File: src/rtl/hazard_scoreboard.sv
// hazard_scoreboard
//   Register-scoreboard hazard unit for the ID stage of the RV32 pipeline.
//   Keeps one down-counter per architectural register holding the number of
//   cycles until its in-flight write commits. Issue is held on RAW hazards
//   (a source still pending) and on WAW hazards (an older write to the same
//   destination would commit after this one). A saturating counter records
//   stalled cycles for performance tracing.
//
// Ports
//   clk, rst_n   clock, asynchronous active-low reset
//   id_valid     ID holds a valid instruction
//   id_rs/id_re  packed source addresses (port i at [i*REG_AW +: REG_AW]) and
//                their read enables
//   id_we/id_rd  destination write enable and address
//   id_lat       result latency, clamped to 1..MAX_LAT
//   flush        kill the ID instruction this cycle
//   stat_clr     synchronous clear of stall_cnt
//   issue/stall  instruction leaves / is held in ID
//   stall_raw/stall_waw  hazard type contributing to stall
//   busy         per-register pending-write flags
//   stall_cnt    saturating count of stalled cycles
module hazard_scoreboard #(
  parameter  int REG_AW  = 5,
  parameter  int NREAD   = 2,
  parameter  int MAX_LAT = 4,
  parameter  int CNT_W   = 32,
  localparam int LW      = $clog2(MAX_LAT + 1),
  localparam int NREG    = 2 ** REG_AW
) (
  input  logic                    clk,
  input  logic                    rst_n,
  input  logic                    id_valid,
  input  logic [NREAD*REG_AW-1:0] id_rs,
  input  logic [NREAD-1:0]        id_re,
  input  logic                    id_we,
  input  logic [REG_AW-1:0]       id_rd,
  input  logic [LW-1:0]           id_lat,
  input  logic                    flush,
  input  logic                    stat_clr,
  output logic                    issue,
  output logic                    stall,
  output logic                    stall_raw,
  output logic                    stall_waw,
  output logic [NREG-1:0]         busy,
  output logic [CNT_W-1:0]        stall_cnt
);

  logic [LW-1:0]    cnt_q [NREG];
  logic [LW-1:0]    cnt_d [NREG];
  logic [CNT_W-1:0] stall_cnt_q, stall_cnt_d;

  logic [LW-1:0]     eff_lat;
  logic              raw, waw;
  logic [REG_AW-1:0] rs;

  // Latency clamp: 0 behaves as a single-cycle result, anything above the
  // deepest pipe behaves as MAX_LAT.
  always_comb begin
    // NOTE: every always_comb output gets a default first so no path leaves it
    // unassigned; otherwise synthesis infers a latch.
    eff_lat = id_lat;
    if (id_lat == '0)                 eff_lat = LW'(1);
    else if (id_lat > LW'(MAX_LAT))   eff_lat = LW'(MAX_LAT);
  end

  // Hazard detection uses pre-update counters, so an instruction never
  // stalls on its own destination.
  always_comb begin
    raw = 1'b0;
    rs  = '0;
    for (int i = 0; i < NREAD; i++) begin
      rs = id_rs[i*REG_AW +: REG_AW];
      if (id_re[i] && (rs != '0) && (cnt_q[rs] != '0)) raw = 1'b1;
    end
    // A pending write that commits no later than ours is harmless.
    waw = id_we && (id_rd != '0) && (cnt_q[id_rd] > eff_lat);
  end

  assign stall_raw = id_valid && !flush && raw;
  assign stall_waw = id_valid && !flush && waw;
  assign stall     = stall_raw || stall_waw;
  assign issue     = id_valid && !flush && !stall;

  always_comb begin
    for (int r = 0; r < NREG; r++) begin
      cnt_d[r] = (cnt_q[r] != '0) ? cnt_q[r] - LW'(1) : '0;
    end
    // The load of the issuing destination overrides its decrement.
    if (issue && id_we && (id_rd != '0)) cnt_d[id_rd] = eff_lat;
    // x0 is never tracked; its flop is held at zero and optimises away.
    cnt_d[0] = '0;
  end

  always_comb begin
    stall_cnt_d = stall_cnt_q;
    if (stat_clr)                            stall_cnt_d = '0;
    else if (stall && (stall_cnt_q != '1))   stall_cnt_d = stall_cnt_q + CNT_W'(1);
  end

  always_ff @(posedge clk or negedge rst_n) begin
    if (!rst_n) begin
      // NOTE: the counter array is reset on purpose, unlike a data memory:
      // reset must drop every pending write so nothing stalls after release.
      for (int r = 0; r < NREG; r++) cnt_q[r] <= '0;
      stall_cnt_q <= '0;
    end else begin
      // NOTE: state flops use non-blocking assignment so every flop samples
      // the pre-edge values regardless of statement order.
      for (int r = 0; r < NREG; r++) cnt_q[r] <= cnt_d[r];
      stall_cnt_q <= stall_cnt_d;
    end
  end

  always_comb begin
    for (int r = 0; r < NREG; r++) busy[r] = (cnt_q[r] != '0);
    busy[0] = 1'b0;
  end

  assign stall_cnt = stall_cnt_q;

endmodule

File: config.mk
export PLATFORM = sky130hd
export DESIGN_NAME = hazard_scoreboard
export DESIGN_NICKNAME = d
export VERILOG_FILES = /design/src/rtl/hazard_scoreboard.sv
export SDC_FILE = /design/constraint.sdc
export NUM_CORES = 1
export LEC_CHECK = 0
export BUFFER_PORTS_ARGS = -buffer_cell sky130_fd_sc_hd__buf_2
export CORE_MARGIN = 5
export CORE_UTILIZATION = 34
export CTS_BUF_LIST = sky130_fd_sc_hd__clkbuf_4
export DETAILED_ROUTE_END_ITERATION = 10
export MAX_ROUTING_LAYER = met4
export PLACE_DENSITY = 0.61
export SLEW_MARGIN = 25
export SYNTH_ARGS = -nofsm -noshare
export SYNTH_HDL_FRONTEND = slang
export SYNTH_SLANG_ARGS = --single-unit
File: constraint.sdc
create_clock -name clk -period 8.95 [get_ports clk]
set_input_delay 0 -clock clk [delete_from_list [all_inputs] [get_ports clk]]
set_output_delay 0 -clock clk [all_outputs]
set_load 0.005 [all_outputs]
* Yosys cells after proc, flatten, opt, wreduce, memory -nomap -nowiden *
Index checks and enable logic that the tools add are counted.

storage, ports and cells
  register bits = 125
  input port bits = 26
  output and inout bits = 68
  word-level logic and storage cells = 179

cells by class
  add/sub/neg operators = 32
  order comparisons = 6
  equal/unequal tests = 1
  muxes and demuxes = 50
  bitwise gates (word level) = 3
  reductions and logical operators = 55

operator list
  kind                   count
  $mux 3                 40
  $reduce_bool 3->1      33
  $bwmux 96              1
  $mux 93                1
  $sub 3x1->3 const B    31
  $mux 32                2
  $bmux 3 s5             3
  $add 32x1->32 const B  1
  $ne 32x32->1 const B   1
  $ge 6x6->1 const B     3
  $not 5->6              3
  $demux 3 s5            1
  $reduce_bool 5->1      3
  $logic_and 1x1->1      14
  $lt 6x1->1 const B     1
  $gt 3x3->1             1
  $gt 3x3->1 const B     1
  $logic_not 3->1        1
  $logic_not 1->1        2
  $mux 1                 2
  $reduce_bool 2->1      1
  $logic_or 1x1->1       1

* Depth between registers and ports, before layout *
Gate-level depths: netlist of run 1.

  depth after elaboration = 15
  gate-level depth with buffers = 20
  depth with buffers taken out = 16

* Least setup slack after synthesis of run 1 *
No wires, ideal clock.

  path type = input-to-reg
  start point = input port id_rd[0]
  end point = register stall_cnt_q[19], in the netlist stall_cnt[19]
  library setup time = 0.128 ns
  data arrival time = 3.829 ns
  required time = 8.822 ns
  path slack = 4.994 ns
  stages on the path = 16
  path buffers = 4
  path through = clkbuf_1 > buf_1 > mux4_2 > a221oi_1 > a21oi_1 > a211o_1 > ha_1 > a21o_1 > a21oi_1 > nor4_1 > a31oi_1 > and2_4 > buf_6 > buf_12 > nor4b_4 > mux2_1

between the ends
  longest elaborated chain between the ends = 10
  elaborated cells between the ends (all ways) = 12
  those cells by class = order compare (1); mux (3); bitwise (1); reduce/logical (7)

RTL lines
  element                                    RTL line  text
  from (decl)                                36        input logic [REG_AW-1:0] id_rd,
  $not 5->6 (not written as such)            76        waw = id_we && (id_rd != '0) && (cnt_q[id_rd] > eff_lat);
  $bmux 3 s5                                 76
  $mux 3 (not written as such) (2 in a row)  76
  $gt 3x3->1                                 76
  $logic_and 1x1->1 (*)                      76
  $logic_and 1x1->1 (*)                      80        assign stall_waw = id_valid && !flush && waw;
  via stall_waw                              43        output logic stall_waw,
  $logic_or 1x1->1 (*)                       81        assign stall = stall_raw || stall_waw;
  $logic_and 1x1->1 (*)                      97        else if (stall && (stall_cnt_q != '1)) stall_cnt_d = stall_cnt_q + CNT_W'(1);
  $reduce_bool 2->1 (no line) (*)            n/a
  to (signal assigned)                       110       stall_cnt_q <= stall_cnt_d;
  to (decl)                                  50        logic [CNT_W-1:0] stall_cnt_q, stall_cnt_d;

Mark *: on every way through the listed nets, which the timed path passes. The rest lies on a longest branch. The select of a mux whose other input is x is not followed.
A chain may end at the register's enable or synchronous reset.

* Worst setup path after layout of run 1 *
  start point = input port id_rd[0]
  end point = output port stall

between the ends
  longest elaborated chain between the ends = 8
  elaborated cells between the ends (all ways) = 10
  those cells by class = order compare (1); mux (3); bitwise (1); reduce/logical (5)

RTL lines
  element                                    RTL line  text
  $not 5->6 (not written as such)            76
  $bmux 3 s5                                 76
  $mux 3 (not written as such) (2 in a row)  76
  $gt 3x3->1                                 76
  $logic_and 1x1->1 (*)                      76
  $logic_and 1x1->1 (*)                      80
  $logic_or 1x1->1 (*)                       81
  to (decl)                                  41        output logic stall,

Every way passes the cells marked *; elsewhere a longest branch is shown, timed or not. The select of a mux whose other input is x is not followed.

==> results of run 1 <==
-- cell usage in the layout (no fill, tap or decap), types with 33 or more instances in the layout --
| master | n |
|---|---|
| sky130_fd_sc_hd__dfrtp_1 | 125 |
| sky130_fd_sc_hd__inv_1 | 101 |
| sky130_fd_sc_hd__buf_2 | 91 |
| sky130_fd_sc_hd__a21oi_1 | 70 |
| sky130_fd_sc_hd__nor2_1 | 66 |
| sky130_fd_sc_hd__ha_1 | 66 |
| sky130_fd_sc_hd__mux2_2 | 63 |
| sky130_fd_sc_hd__and2_1 | 34 |
| sky130_fd_sc_hd__mux2i_1 | 33 |
| sky130_fd_sc_hd__nand3_1 | 33 |
-- sequential cells by signal, summed over array words and instances (netlist names) --
| name | cells |
|---|---|
| cnt_q | 93 |
| stall_cnt | 32 |
-- through the flow --
| step | instances | utilization [%] | cell area [um^2] | hold WS, ns | setup WS [ns] |
|---|---|---|---|---|---|
| 5_1_grt | 1371 | 38.3 | 10300 | 0.0170 | 4.09 |
| 2_1_floorplan | 953 | - | 9190 | -0.296 | 4.99 |
| 6_report | 1371 | 38.3 | 10300 | 0.00109 | 4.47 |
| 3_5_place_dp | 1335 | 36.7 | 9840 | 0.194 | 3.99 |
| 4_1_cts | 1370 | 38.3 | 10300 | 0.0224 | 4.49 |
| 3_3_place_gp | 1335 | 36.7 | 9840 | 0.191 | 4.00 |
-- cells by family (layout without fill, tap and decap cells) --
| logic type | after synthesis | count (layout) | synth area share [%] |
|---|---|---|---|
| and+or+nand+nor | 325 | 325 | 21.2 |
| buffers and inverters | 160 | 236 | 7.31 |
| AOI/OAI and AO/OA | 150 | 150 | 10.4 |
| muxes | 126 | 126 | 18.0 |
| DFF | 125 | 125 | 34.0 |
| adders and majority gates | 66 | 66 | 8.98 |
| other | 1 | 2 | 0.0408 |
-- power by group --
| group | switching [W] | internal (W) | total (W) |
|---|---|---|---|
| sequential | 0.0000528 | 0.000603 | 0.000655 |
| clock | 0.000238 | 0.000282 | 0.000519 |
| combinational | 0.000229 | 0.000168 | 0.000396 |
-- layout make-up --
| type | instances | area, um^2 | area share (%) |
|---|---|---|---|
| multi-input cells | 668 | 5400 | 52.6 |
| clock buffers | 18 | 135 | 1.32 |
| diodes | 1 | 2.50 | 0.0244 |
| inverters | 104 | 390 | 3.80 |
| flip-flops and latches | 125 | 3130 | 30.5 |
| repair buffers | 100 | 534 | 5.21 |
| clock inverters | 14 | 243 | 2.37 |
| well taps | 341 | 427 | 4.16 |
-- worst paths after layout --
kind                                                  to  slack [ns]  cells after the start
worst min register to register  stall_cnt[6]$_DFFE_PN0P_        0.57                      2
worst max-delay path                               stall        4.47                     15
worst min-delay path            stall_cnt[8]$_DFFE_PN0P_       0.001                      2
max in group asynchronous             cnt_q[1]$_DFF_PN0_        7.74                      3
worst max register to register       cnt_q[30]$_DFF_PN0_        4.66                     13
min in group clk                     cnt_q[49]$_DFF_PN0_        0.08                      3
-- metal layers --
metal / global-route usage [%] / share of wire, % / vias to the layer above
li1: - / - / 3542
met2: 26.9 / 47 / 240
met4: 4.42 / 1.6 / 0
met1: 23.8 / 47 / 3805
met5: - / 0 / -
met3: 3.02 / 4.4 / 30
-- timing repair --
item,in CTS,in global routing
setup endpoints to repair,0,0
endpoints found under the hold margin,97,0
hold buffers,3,0
==> impl_metrics.toml, run 1 <==
[worst_setup_path]
timing.critical_path.cells = "buf_2, buf_4, mux4_2, and2_1, a221oi_1, a21oi_1, a211o_1, ha_1, a21o_1, a21oi_1, nor4_1, a31oi_1, and2_4, inv_2, buf_2"
critical_path.top_delay_family = "buffers and inverters"
biggest_cell_delay_along_the_critical_path_ns = 0.82
worstPathBufferInverterCount = 4
startpoint = "id_rd[0]"
cp_max_fo = 85
worst_ep_required_time_ns = 8.95
critPathCaptureType = "primary output"
setup.worst_path.class = "in -> out"
critPathSlowestCell = "sky130_fd_sc_hd__and2_4"
crit_path_start_kind = "input port"
worstReg2RegStart = "cnt_q[73]$_DFF_PN0_"
timing.critical_path.arrival_ns = 4.48

[sta]
timing.final.max_slew_violations = 0
fin_crit_sh_pct = 50.0
final-setup-viol-count = 0
timing.max_slew.rel_slack_pct = 32.7
final_period_minus_worst_setup_slack_ns = 4.48
finalClockSkew_ns = 0.0260
grt_setup_unrepaired = "false"
final.setup.tns_ns = 0
finalHoldViolCount = 0
highest_clock_rate_mhz = 223
tightest_slew_ns = 1.01

[synth]
yosys.cell_count.top_type = "sky130_fd_sc_hd__dfrtp_1"
postSynthRegisterBits = 125
post_synth_top_cells = "sky130_fd_sc_hd__dfrtp_1, sky130_fd_sc_hd__inv_1, sky130_fd_sc_hd__a21oi_1, sky130_fd_sc_hd__nor2_1, sky130_fd_sc_hd__ha_1"
netlist-cell-type-count = 73
ys_top_cells_by_area = "sky130_fd_sc_hd__dfrtp_1, sky130_fd_sc_hd__ha_1, sky130_fd_sc_hd__mux2_2"
synth_enable_flop_cells = 0
yosys_warnings = 0
postSynthAreaPerCell_um2 = 9.65
post_synth_instance_area_um2 = 9190
yosys.area.top_type = "sky130_fd_sc_hd__dfrtp_1"
synth-async-reset-ratio_pct = 100
synth-seq-area-share_pct = 34.0
synth_largest_type_area_fraction_pct = 34.0
gate_count_after_technology_mapping = 953
synth.net_count = 1045
synthFlopType = "sky130_fd_sc_hd__dfrtp_1"

[power_and_ir_drop]
power-per-cell-area_nw_per_um2 = 153
power.ir.vdd_worst_v = 0.0000659
total_power_w = 0.00157
total_leakage_power_nw = 5.17

[die]
initial_utilization_pct = 34.3
die_y_um = 174
top_level_ports = 94
chipWidth_um = 174
core_area_um2 = 26800
die-area_um2 = 30400
std_cell_rows = 60

[placement]
place.gp.congestion = 0.885
io_buffers = 92
place.detailed.hpwl_mm = 17.9

[global_route]
grt_use_total_pct = 17.4
grt_antenna_before_repair = 1
grt_pass1_vias = 7625
grt_start_max_net_pins = 86
congestion_overflow_gr = 0
first_pass_grt_wire_length_mm = 41.7

[detailed_routing]
iteration_count_of_the_initial_detailed_routing_pass = 7
wl_mm = 25.7
average_routed_wire_per_standard_cell_um = 18.7
dr_total_vias = 7617
via_per_inst = 5.56
drt_drc_violations_left = 0
ant_nets = 0
first_iter_violations = 685

[flow_run]
maxCapViolCount = 0

[clocking]
cts_inserted_buffers = 17
worstSkewPairLatency_ns = 0.56
clock-root-buffer = "sky130_fd_sc_hd__clkbuf_4"
tritoncts = "yes"
post_cts.resized_instances = 0
max-clock-path-buffers = 2
post_cts_buffers = 0
cts.htree.levels = 4
cts.sink_count = 125
clk_pin_slew_ns = 0.12

[final_layout]
layout.filler_cells = 2694
nets = 1108
area.growth.synth_to_final_pct = 11.6
layout_cell_share_with_drive_strength_beyond_1_pct = 25.5

[run_status]
status = "completed"

[hold_path]
min-delay-path-class = "in -> async"
Power figures use the tool's default switching activity.
==> run 2: changes to the inputs <==
Clock period 8.95 ns to 4.15 ns, I/O delays scaled along.
==> run 2 against run 1 <==
Design area up 0.89%. Critical path depth down 1. Largest power group unchanged. Register-to-register slack worse by 4.5 ns. Utilization up 0.34 points. Final cell count up 0.95%. Clock-buffer cell count up 1. Sequential power up 120%. First-iteration DRC count up 0.15%. Power up 100%. Die area unchanged.
==> impl_metrics.toml, run 2 (synthesis gave the netlist of run 1 again) <==
[detailed_routing]
average_routed_wire_per_standard_cell_um = 18.7
iteration_count_of_the_initial_detailed_routing_pass = 5
wl_mm = 25.9
ant_nets = 0
dr_total_vias = 7641
drt_drc_violations_left = 0
via_per_inst = 5.52
first_iter_violations = 686

[clocking]
clock-root-buffer = "sky130_fd_sc_hd__clkbuf_4"
worstSkewPairLatency_ns = 0.57
cts.htree.levels = 4
clk_pin_slew_ns = 0.13
cts_inserted_buffers = 17
tritoncts = "yes"
max-clock-path-buffers = 2
cts.sink_count = 125

[final_layout]
post-route-util_pct = 38.6
fin_area_um2 = 10400
layout.filler_cells = 2621
area.growth.synth_to_final_pct = 12.6
layout_cell_share_with_drive_strength_beyond_1_pct = 26.3
multi_input_area_um2 = 5420
instances_no_fill = 1384
sequential_cell_area_um2 = 3130
regMostFlops = "cnt_q"
layout_common_cells = "sky130_fd_sc_hd__dfrtp_1, sky130_fd_sc_hd__inv_1, sky130_fd_sc_hd__buf_2"
largest_register_ff_count = 93
nets = 1121
layout_commonest_cell = "sky130_fd_sc_hd__dfrtp_1"

[global_route]
grt_start_max_net_pins = 75
first_pass_grt_wire_length_mm = 41.6
grt_use_total_pct = 17.4
grt_pass1_vias = 7472
grt_antenna_before_repair = 1
congestion_overflow_gr = 0

[worst_setup_path]
critPathCaptureType = "primary output"
critical_path.most_common_cell = "sky130_fd_sc_hd__a21oi_1"
cp_max_fo = 33
timing.critical_path.arrival_ns = 3.96
critPathSlowestCell = "sky130_fd_sc_hd__mux4_2"
worst_ep_required_time_ns = 4.15
biggest_cell_delay_along_the_critical_path_ns = 0.50
timing.critical_path.cells = "mux4_2, and2_1, a221oi_2, a21oi_1, a211o_1, ha_1, a21o_1, a21oi_1, nor4_2, a31oi_2, and2_4, buf_12, inv_2, buf_2"
crit_path_start_kind = "register"
setup.worst_path.class = "reg -> out"

[sta]
timing.max_slew.rel_slack_pct = 38.9
timing.final.max_slew_violations = 0
final_period_minus_worst_setup_slack_ns = 3.96
tightest_slew_ns = 0.916
highest_clock_rate_mhz = 253
final-setup-viol-count = 0
finalHoldViolCount = 0
finalClockSkew_ns = 0.0304
fin_crit_sh_pct = 95.4

[run_status]
status = "completed"

[placement]
place.gp.congestion = 0.920
place.detailed.hpwl_mm = 18.4
io_buffers = 92
detailed_place.area_um2 = 9970
dpl.cell_count = 1345

[die]
initial_utilization_pct = 34.3
chipWidth_um = 174
core_area_um2 = 26800
top_level_ports = 94
die_y_um = 174
std_cell_rows = 60
die-area_um2 = 30400

[flow_run]
maxCapViolCount = 0

[hold_path]
min-delay-path-class = "in -> async"

[power_and_ir_drop]
power.ir.vdd_worst_v = 0.000141
total_leakage_power_nw = 5.23
total_power_w = 0.00320
power-per-cell-area_nw_per_um2 = 309
==> run 2: cell count changes in the layout (fill, tap and decap cells not counted), moves of 3 or more <==
cell / before / now
sky130_fd_sc_hd__clkinv_2: 1 / 5
sky130_fd_sc_hd__buf_4: 5 / 11
sky130_fd_sc_hd__buf_12: 0 / 5
sky130_fd_sc_hd__bufinv_16: 6 / 3
sky130_fd_sc_hd__clkinv_4: 4 / 0
==> run 2: final cells by class <==
cell class                      instances  area share, %
Sequential cell                       125           30.2
Clock inverter                         13           1.44
Timing Repair Buffer                  112           6.66
Multi-Input combinational cell        669           52.4
Tap cell                              341           4.12
Antenna cell                            1         0.0242
Inverter                              104           3.77
Clock buffer                           19           1.38
==> run 2: power breakdown <==
| part | total (W) | switching [W] | internal (W) | leakage [nW] |
|---|---|---|---|---|
| sequential | 0.00141 | 0.000112 | 0.00130 | 1.74 |
| combinational | 0.000876 | 0.000498 | 0.000378 | 3.34 |
| clock | 0.000913 | 0.000490 | 0.000422 | 0.152 |
| total | 0.00320 | 0.00110 | 0.00210 | 5.23 |
==> run 2: path summary, 6_finish.rpt <==
kind	startpoint	slack [ns]	depth (start not counted)	to
worst max-delay path	cnt_q[73]$_DFF_PN0_	0.19	14	stall
worst min-delay path	rst_n	0.04	2	stall_cnt[30]$_DFFE_PN0P_
worst max register to register	cnt_q[73]$_DFF_PN0_	0.20	14	stall_cnt[21]$_DFFE_PN0P_
worst min register to register	stall_cnt[8]$_DFFE_PN0P_	0.58	2	stall_cnt[8]$_DFFE_PN0P_
max in group asynchronous	rst_n	3.36	3	cnt_q[10]$_DFF_PN0_
min in group clk	id_lat[2]	0.06	2	cnt_q[38]$_DFF_PN0_
==> run 2: repair_timing <==
action / 4_1_cts / 5_1_grt
gates cloned: 1 / 0
resized for setup: 1 / 3
setup buffers: 0 / 1
setup endpoints to repair: 1 / 19
pin swaps: 0 / 1
hold buffers: 4 / 0
hold endpoints to repair: 106 / 0
==> run 2: worst max-delay path: cells and delay by family (launching register included) <==
kind | cells | cell delay (ns)
AO/OA/AOI/OAI | 6 | 1.15
buffers and inverters | 3 | 0.43
AND/OR/NAND/NOR | 3 | 0.58
flip-flops | 1 | 0.43
multiplexers | 1 | 0.50
adder cells (fa/ha/maj) | 1 | 0.30
==> run 2: layer usage <==
layer / vias up / wire, um / global-route usage [%]
met5: - / 0 / -
met1: 3794 / 11700 / 23.3
met2: 254 / 12300 / 27.5
li1: 3560 / - / -
met4: 0 / 504 / 4.75
met3: 33 / 1350 / 2.81
==> run 2: stage by stage <==
| step | worst slack [ns] | setup TNS (ns) | hold slack [ns] |
|---|---|---|---|
| after floorplan | 0.194 | 0 | -0.296 |
| after global placement | 0.237 | 0 | 0.248 |
| after detailed placement | 0.185 | 0 | 0.0959 |
| after CTS | 0.0762 | 0 | 0.0335 |
| after global routing | -0.0629 | -0.0712 | 0.0475 |
| final | 0.190 | 0 | 0.0358 |
